$ cat config.mk
export PLATFORM = sky130hd
export DESIGN_NAME = keypad_debounce_encoder
export DESIGN_NICKNAME = d
export VERILOG_FILES = /design/src/rtl/keypad_debounce_encoder.sv
export SDC_FILE = /design/constraint.sdc
export NUM_CORES = 1
export LEC_CHECK = 0
export CAP_MARGIN = 10
export CORE_MARGIN = 2
export CORE_UTILIZATION = 60
export CTS_BUF_LIST = sky130_fd_sc_hd__clkbuf_16
export DETAILED_ROUTE_END_ITERATION = 8
export PLACE_DENSITY = 0.84
export SLEW_MARGIN = 20
export SYNTH_ARGS = -nofsm -noshare
export SYNTH_HDL_FRONTEND = slang
export SYNTH_SLANG_ARGS = --single-unit
$ cat constraint.sdc
create_clock -name clk -period 13.8 [get_ports clk]
set_input_delay 3.45 -clock clk [delete_from_list [all_inputs] [get_ports clk]]
set_output_delay 3.45 -clock clk [all_outputs]
set_load 0.01 [all_outputs]
$ cat src/rtl/keypad_debounce_encoder.sv
// Debounces a one-hot keypad vector with a press/release FSM and emits a binary key code.
// Define KEYPAD_DIGIT_MAP_EN (requires N_KEYS == 16) for the digit remap; unmapped keys are ignored.
module keypad_debounce_encoder #(
  parameter int unsigned N_KEYS          = 16,
  parameter int unsigned DEBOUNCE_CYCLES = 1000,
  parameter int unsigned CNT_W           = 8,
  localparam int unsigned CODE_W         = $clog2(N_KEYS)
) (
  input  logic              clk,
  input  logic              rst,
  input  logic [N_KEYS-1:0] onehot,
  output logic [CODE_W-1:0] binary,
  output logic              key_valid,
  output logic              key_held,
  output logic              multi_err,
  output logic [CNT_W-1:0]  press_count
);

  localparam int unsigned DebW = $clog2(DEBOUNCE_CYCLES) + 1;
  localparam logic [DebW-1:0] CntLast = DebW'(DEBOUNCE_CYCLES - 1);

  typedef enum logic [1:0] {StIdle, StDebPress, StPressed, StDebRel} state_e;

  state_e             state_q, state_d;
  logic [N_KEYS-1:0]  s_q;
  logic [N_KEYS-1:0]  cand_q, cand_d;
  logic [DebW-1:0]    cnt_q, cnt_d;
  logic [CODE_W-1:0]  bin_q, bin_d;
  logic [CNT_W-1:0]   pc_q, pc_d;
  logic               kv_q, kv_d;
  logic               multi_q;

  function automatic int unsigned popcount(input logic [N_KEYS-1:0] v);
    int unsigned n;
    n = 0;
    for (int i = 0; i < int'(N_KEYS); i++) n += 32'(v[i]);
    return n;
  endfunction

  function automatic logic qualifies(input logic [N_KEYS-1:0] v);
`ifdef KEYPAD_DIGIT_MAP_EN
    // Only the ten digit positions count as keys.
    return (popcount(v) == 32'd1) && ((16'(v) & 16'hEEE8) != 16'h0000);
`else
    return popcount(v) == 32'd1;
`endif
  endfunction

  function automatic logic [CODE_W-1:0] encode(input logic [N_KEYS-1:0] v);
    logic [CODE_W-1:0] code;
    code = '0;
`ifdef KEYPAD_DIGIT_MAP_EN
    case (16'(v))
      16'h0008: code = CODE_W'(0);
      16'h0080: code = CODE_W'(1);
      16'h0040: code = CODE_W'(2);
      16'h0020: code = CODE_W'(3);
      16'h0800: code = CODE_W'(4);
      16'h0400: code = CODE_W'(5);
      16'h0200: code = CODE_W'(6);
      16'h8000: code = CODE_W'(7);
      16'h4000: code = CODE_W'(8);
      16'h2000: code = CODE_W'(9);
      default:  code = '0;
    endcase
`else
    for (int i = 0; i < int'(N_KEYS); i++) begin
      if (v[i]) code = CODE_W'(i);
    end
`endif
    return code;
  endfunction

  always_comb begin
    state_d = state_q;
    cand_d  = cand_q;
    cnt_d   = cnt_q;
    bin_d   = bin_q;
    pc_d    = pc_q;
    kv_d    = 1'b0;
    unique case (state_q)
      StIdle: begin
        if (qualifies(s_q)) begin
          cand_d  = s_q;
          cnt_d   = '0;
          state_d = StDebPress;
        end
      end
      StDebPress: begin
        if (s_q != cand_q) begin
          state_d = StIdle;
        end else if (cnt_q == CntLast) begin
          state_d = StPressed;
          bin_d   = encode(cand_q);
          kv_d    = 1'b1;
          pc_d    = pc_q + CNT_W'(1);
        end else begin
          cnt_d = cnt_q + DebW'(1);
        end
      end
      StPressed: begin
        if (s_q != cand_q) begin
          cnt_d   = '0;
          state_d = StDebRel;
        end
      end
      StDebRel: begin
        // A return to the held key resumes without a new strobe.
        if (s_q == cand_q) begin
          state_d = StPressed;
        end else if (cnt_q == CntLast) begin
          state_d = StIdle;
        end else begin
          cnt_d = cnt_q + DebW'(1);
        end
      end
      default: state_d = StIdle;
    endcase
  end

  always_ff @(posedge clk) begin
    if (rst) begin
      state_q <= StIdle;
      s_q     <= '0;
      cand_q  <= '0;
      cnt_q   <= '0;
      bin_q   <= '0;
      pc_q    <= '0;
      kv_q    <= 1'b0;
      multi_q <= 1'b0;
    end else begin
      state_q <= state_d;
      s_q     <= onehot;
      cand_q  <= cand_d;
      cnt_q   <= cnt_d;
      bin_q   <= bin_d;
      pc_q    <= pc_d;
      kv_q    <= kv_d;
      multi_q <= popcount(s_q) > 32'd1;
    end
  end

  assign binary      = bin_q;
  assign key_valid   = kv_q;
  assign key_held    = (state_q == StPressed) || (state_q == StDebRel);
  assign multi_err   = multi_q;
  assign press_count = pc_q;

endmodule

==> impl_metrics.tcl, run 1 <==
set metrics [dict create \
    status "finished clean" \
    start_util_pct 63.0 \
    finalSetupViolations 0 \
    core_area_sq_um 4750 \
    routed_wl_um 6140 \
    crit_path_frequent_cell "fa_1" \
    post_cts_buffers 0 \
    wire_per_inst_um 14.4 \
    dpl.hpwl_um 4220 \
    synth_area_leaders "dfxtp_1 (39%), fa_1 (6.7%), mux2i_1 (5.7%), xor2_1 (5.3%), inv_1 (4.5%)" \
    hold_viol 0 \
    ys_ff_latch 59 \
    io_buffer_count 32 \
    tightest_slew_ps 1080 \
    multiInputGateArea_sq_um 1600 \
    critPathLaunchType "flop" \
    place_congestion 0.882 \
    synth_area_sq_um 3000 \
    critPathMaxStageDelay_ps 960 \
    synth_ff_type "dfxtp_1" \
    htreeDepth 3 \
    synthesis.nets 361 \
    die_h_um 74.7 \
    fin_util_pct 75.6 \
    ctsResizeCount 0 \
    met1_usage_pct 29.2 \
    vdd_ir_drop_max_v 0.000106 \
    seqCellArea_sq_um 1180 \
    clkTransAtPathRegs_ps 50 \
    drcViolationCount 0 \
    synth.distinct_cells 47 \
    cts_inserted_buffers 9 \
    async_flop_share_pct 0 \
    drt_iter0_markers 105 \
    synth_common_cells "dfxtp_1 (59), inv_1 (36), nor2_1 (36), a21oi_1 (21)" \
    drv_slew 0 \
    met2_usage_pct 40.0 \
    antenna_found_initial 0 \
    gr-total-overflow 0 \
    clockBufferDepth 2 \
    yosysWarnings 0 \
    powerDensity_nw_per_um2 161 \
    synth_seq_area_share_pct 39.4 \
    synth_most_common_cell "dfxtp_1" \
    hold_class "flop to flop" \
    synth_top_cell_by_area "dfxtp_1" \
    cp_max_fo 21 \
    synth_top_area_share_pct 39.4 \
    rsz0062_at_grt "false" \
    diodes 0 \
    setup_tns_ps 0 \
    maxSlewHeadroom_pct 27.8 \
    finalCritPeriodShare_pct 39.4 \
    syn-instance-count 326 \
    fmax_mhz 184 \
    finalNetCount 389 \
    path_class "flop to flop" \
    grt_pass1_wl_um 9870 \
    cts_sinks 59 \
    avgSynthCellArea_sq_um 9.19 \
    end_kind "flop" \
    ctsRootBufferMaster "clkbuf_16" \
    cp_slowest_cell "and4b_1" \
    synth_edf_count 0 \
    grt_max_degree 52 \
    maxCapViolations 0 \
    cts_hold_buf 0 \
    busiest_layer "met2" \
    first_global_vias 2174 \
    first_pass_iters 4 \
    dieArea_sq_um 5580 \
    period_needed_ps 5440 \
    avgViaCountPerCell 5.42 \
    groute.usage.overall_pct 24.2 \
    chipWidth_um 74.7 \
    met3_usage_pct 5.35 \
    cts_tree "built" \
    cp_cell_sequence "inv_1, fa_1, fa_1, fa_1, fa_1, inv_1, ha_1, inv_1, fa_1, nor3b_1, and4b_1, a211oi_2, or4_1, a21oi_1" \
    p_leak_nw 1.42 \
    ios 33 \
    clkLatencyLatePin_ps 320 \
    fill_cells 343 \
    syn_to_final_growth_pct 20.0 \
    via_count 2305 \
    ant_nets 0 \
    fin_skew_ps 4.22 \
    layout-drive-gt1-share_pct 6.15 \
    cp.arrival_ps 5690 \
    rows 25 \
    required_ps 14050 \
]
[stage by stage]
step | hold WS [ps] | instance area (sq um) | instances | total power [mW] | worst slack (ps)
floorplan | 461 | 3000 | 326 | 0.342 | 9450
global placement | 460 | 3320 | 410 | 0.365 | 8560
detailed placement | 465 | 3320 | 410 | 0.371 | 8410
CTS | 482 | 3590 | 425 | 0.581 | 8390
global route | 510 | 3590 | 425 | 0.610 | 8050
finish | 481 | 3590 | 425 | 0.579 | 8360
[cells by family (layout without fill, tap and decap cells)]
family	count (synthesis)	after routing	share of synthesized area, %
simple gates	116	116	22.9
buf+inv	51	83	7.06
xor+xnor	20	20	5.85
fa+ha+maj	17	17	9.60
compound gates	46	46	9.48
mux	17	17	5.68
flops	59	59	39.4
[cell type report]
class / instances / share of cell area [%]
clock buffers: 9 / 6.27
clock inverters: 6 / 1.39
well taps: 67 / 2.33
multi-input cells: 216 / 44.6
flip-flops and latches: 59 / 32.9
inverters: 36 / 3.76
repair buffers: 32 / 8.77
[path summary, 6_finish.rpt]
check	from	end	slack, ps	cells past startpoint
worst max-delay path	s_q[0]	cnt_q[9]	8360	14
worst max register to register	s_q[0]	cnt_q[9]	8360	14
worst min-delay path	binary[0]	binary[0]	480	2
worst min register to register	binary[0]	binary[0]	480	2
[where the power goes]
group          internal [mW]  switching, mW  leakage [nW]
registers              0.186         0.0184         0.481
logic                 0.0738         0.0939         0.798
clock network          0.135         0.0722         0.143
total                  0.395          0.184          1.42
[critical path: cells and delay by family (launching register included)]
| family | cells | cell delay, ps |
|---|---|---|
| adders and majority gates | 6 | 2570 |
| DFF | 1 | 360 |
| AOI/OAI and AO/OA | 2 | 490 |
| and+or+nand+nor | 3 | 1760 |
| buffers and inverters | 3 | 180 |
[flip-flops by register name, summed over array words and instances (netlist names), named ones only]
signal       cells
binary           4
state_q          1
cand_q          16
cnt_q           11
key_valid        1
s_q             16
multi_err        1
press_count      8
[cell usage in the layout, fill, tap and decap left out, types with 2 or more instances in the layout]
cell type	instances
a21oi_1	21
a31o_2	3
and2_1	2
and3_1	6
and4_1	2
clkbuf_16	9
clkdlybuf4s50_1	31
clkinv_1	2
dfxtp_1	59
fa_1	10
ha_1	7
inv_1	38
mux2i_1	17
nand2_1	7
nand2b_1	2
nand3_1	3
nand4_1	8
nor2_1	36
nor2b_1	18
nor3_1	7
nor3b_1	2
nor4_1	5
nor4_2	2
nor4_4	2
o21ai_0	10
o31ai_1	2
or3_1	7
or4_1	2
xnor2_1	2
xor2_1	18
[layer usage]
layer  part of all wire [%]  up-vias
met5                      0        -
met4                    3.1        0
met3                    4.0       18
met2                     49       68
met1                     44     1058
li1                       -     1161
Power figures use the tool's default switching activity.
==> inputs of run 2 (changes only) <==
CORE_UTILIZATION = 51   (was 60)
PLACE_DENSITY = 0.76   (was 0.84)
clock period = 5 ns   (was 13.8 ns; I/O delays follow)
==> impl_metrics.tcl, run 2 (synthesis results as in run 1) <==
set metrics [dict create \
    status "finished clean" \
    maxSlewHeadroom_pct 39.8 \
    critPathLaunchType "flop" \
    crit_path_frequent_cell "fa_1" \
    first_global_vias 2201 \
    holdWs_ps 467 \
    dieArea_sq_um 6510 \
    dpl.hpwl_um 4280 \
    crit_family "adder cells" \
    clockBufferDepth 2 \
    io_buffer_count 32 \
    vdd_ir_drop_max_v 0.000343 \
    p_int_mw 1.05 \
    cp.arrival_ps 4840 \
    layout-drive-gt1-share_pct 6.67 \
    fin_skew_ps 6.76 \
    clkTransAtPathRegs_ps 50 \
    critPathMaxStageDelay_ps 560 \
    tightest_slew_ps 903 \
    antenna_found_initial 0 \
    powerDensity_nw_per_um2 432 \
    drcViolationCount 0 \
    drt_iter0_markers 147 \
    r2r-start "s_q[0]" \
    p_leak_nw 1.42 \
    reg_top3 "cand_q: 16 flops, s_q: 16 flops, cnt_q: 11 flops" \
    power.clock.fraction_pct 33.2 \
    via_count 2269 \
    finalCritPeriodShare_pct 91.9 \
    drv_slew 0 \
    place_area_sq_um 3340 \
    cts_sinks 59 \
    required_ps 5240 \
    diodes 0 \
    setup_tns_ps 0 \
    dp_slack_ps 389 \
    finalNetCount 391 \
    worstHoldEndpoint "binary[0]" \
    place_congestion 0.865 \
    reg2reg_to "cnt_q[1]" \
    rows 27 \
    grt_pass1_wl_um 9920 \
    period_needed_ps 4590 \
    htreeDepth 3 \
    hold_class "flop to flop" \
    avgViaCountPerCell 5.25 \
    seqPwrFrac_pct 36.2 \
    p_comb_share_pct 30.5 \
    clkLatencyLatePin_ps 320 \
    p_switching_mw 0.503 \
    grt_max_degree 52 \
    fin_ws_ps 406 \
    hold_viol 0 \
    finalSetupViolations 0 \
    layout_common_cells "dfxtp_1 (59), inv_1 (37), nor2_1 (36), clkdlybuf4s50_1 (31), a21oi_1 (21)" \
    cts_tree "built" \
    cp_cell_sequence "inv_1, fa_1, fa_1, fa_1, fa_1, inv_1, ha_1, inv_1, fa_1, nor2b_1, a21oi_1, and4b_1, a211oi_2, buf_4, o21ai_0, a21oi_1" \
    cp_slowest_cell "fa_1" \
    start_util_pct 53.8 \
    crit_cells 16 \
    ant_nets 0 \
    end_kind "flop" \
    crit_buf_inv 4 \
    path_class "flop to flop" \
    ios 33 \
    final_common_cell "dfxtp_1" \
    cp_max_fo 11 \
    cts_inserted_buffers 9 \
    routed_wl_um 5970 \
    ctsResizeCount 0 \
    core_area_sq_um 5570 \
    wire_per_inst_um 13.8 \
    groute.usage.overall_pct 20.2 \
    reg2reg_depth 16 \
    ctsRootBufferMaster "clkbuf_16" \
    first_pass_iters 4 \
    worstHoldStart "binary[0]" \
    hold_path_depth 2 \
    rrSetupSlack_ps 410 \
    fin_area_sq_um 3590 \
    chipWidth_um 80.7 \
    maxCapViolations 0 \
    die_h_um 80.7 \
    syn_to_final_growth_pct 19.8 \
    fmax_mhz 218 \
    total_power_mw 1.55 \
    gr-total-overflow 0 \
    power.switching_fraction_pct 32.4 \
    post_cts_buffers 0 \
    rsz0062_at_grt "false" \
    cts_hold_buf 0 \
]
## run 2: changes by cell type in the layout (fill, tap and decap cells not counted)
cell	change
bufinv_16	-1
inv_1	-1
clkinv_1	+1
clkinv_2	+1
buf_4	+2
## run 2: routing by layer
layer / global-route usage [%] / vias up / part of all wire (%)
li1: - / 1161 / -
met1: 24.7 / 1048 / 46
met2: 32.5 / 44 / 48
met3: 6.07 / 16 / 3.8
met4: 9.32 / 0 / 2.8
met5: 0 / - / 0
## run 2: worst max-delay path by stage
stage                      start        to  slack (ps)
after CTS                 s_q[0]  cnt_q[1]         390
after floorplan           s_q[0]  cnt_q[7]         650
after detailed placement  s_q[0]  cnt_q[1]         390
after global placement    s_q[0]  cnt_q[1]         590
final                     s_q[0]  cnt_q[1]         410
after global routing      s_q[0]  cnt_q[2]          40
## run 2: area by class of cell
type / count / area, sq um
inverters: 36 / 135
fillers: 474 / 1980
repair buffers: 34 / 330
multi-input cells: 216 / 1600
flip-flops and latches: 59 / 1180
clock inverters: 6 / 25.0
clock buffers: 9 / 225
well taps: 72 / 90.1
## run 2: stage by stage
stage	instances	util (%)
6_report	432	64.4
3_3_place_gp	417	59.9
3_5_place_dp	417	59.9
5_1_grt	432	64.4
4_1_cts	432	64.4
2_1_floorplan	326	-
## run 2: power groups by stage
stage | Sequential [mW] | Clock, mW | Combinational [mW]
3_5_place_dp | 0.569 | 0 | 0.473
2_1_floorplan | 0.558 | 0 | 0.386
5_1_grt | 0.566 | 0.548 | 0.527
3_3_place_gp | 0.567 | 0 | 0.459
4_1_cts | 0.561 | 0.526 | 0.475
6_report | 0.563 | 0.516 | 0.474
## run 2: worst reg2reg max path, stage by stage (launching register included)
cell,delay (ps)
dfxtp_1,370
inv_1,80
fa_1,560
fa_1,440
fa_1,530
fa_1,410
inv_1,60
ha_1,160
inv_1,60
fa_1,370
nor2b_1,140
a21oi_1,140
and4b_1,240
a211oi_2,460
buf_4,260
o21ai_0,90
a21oi_1,140
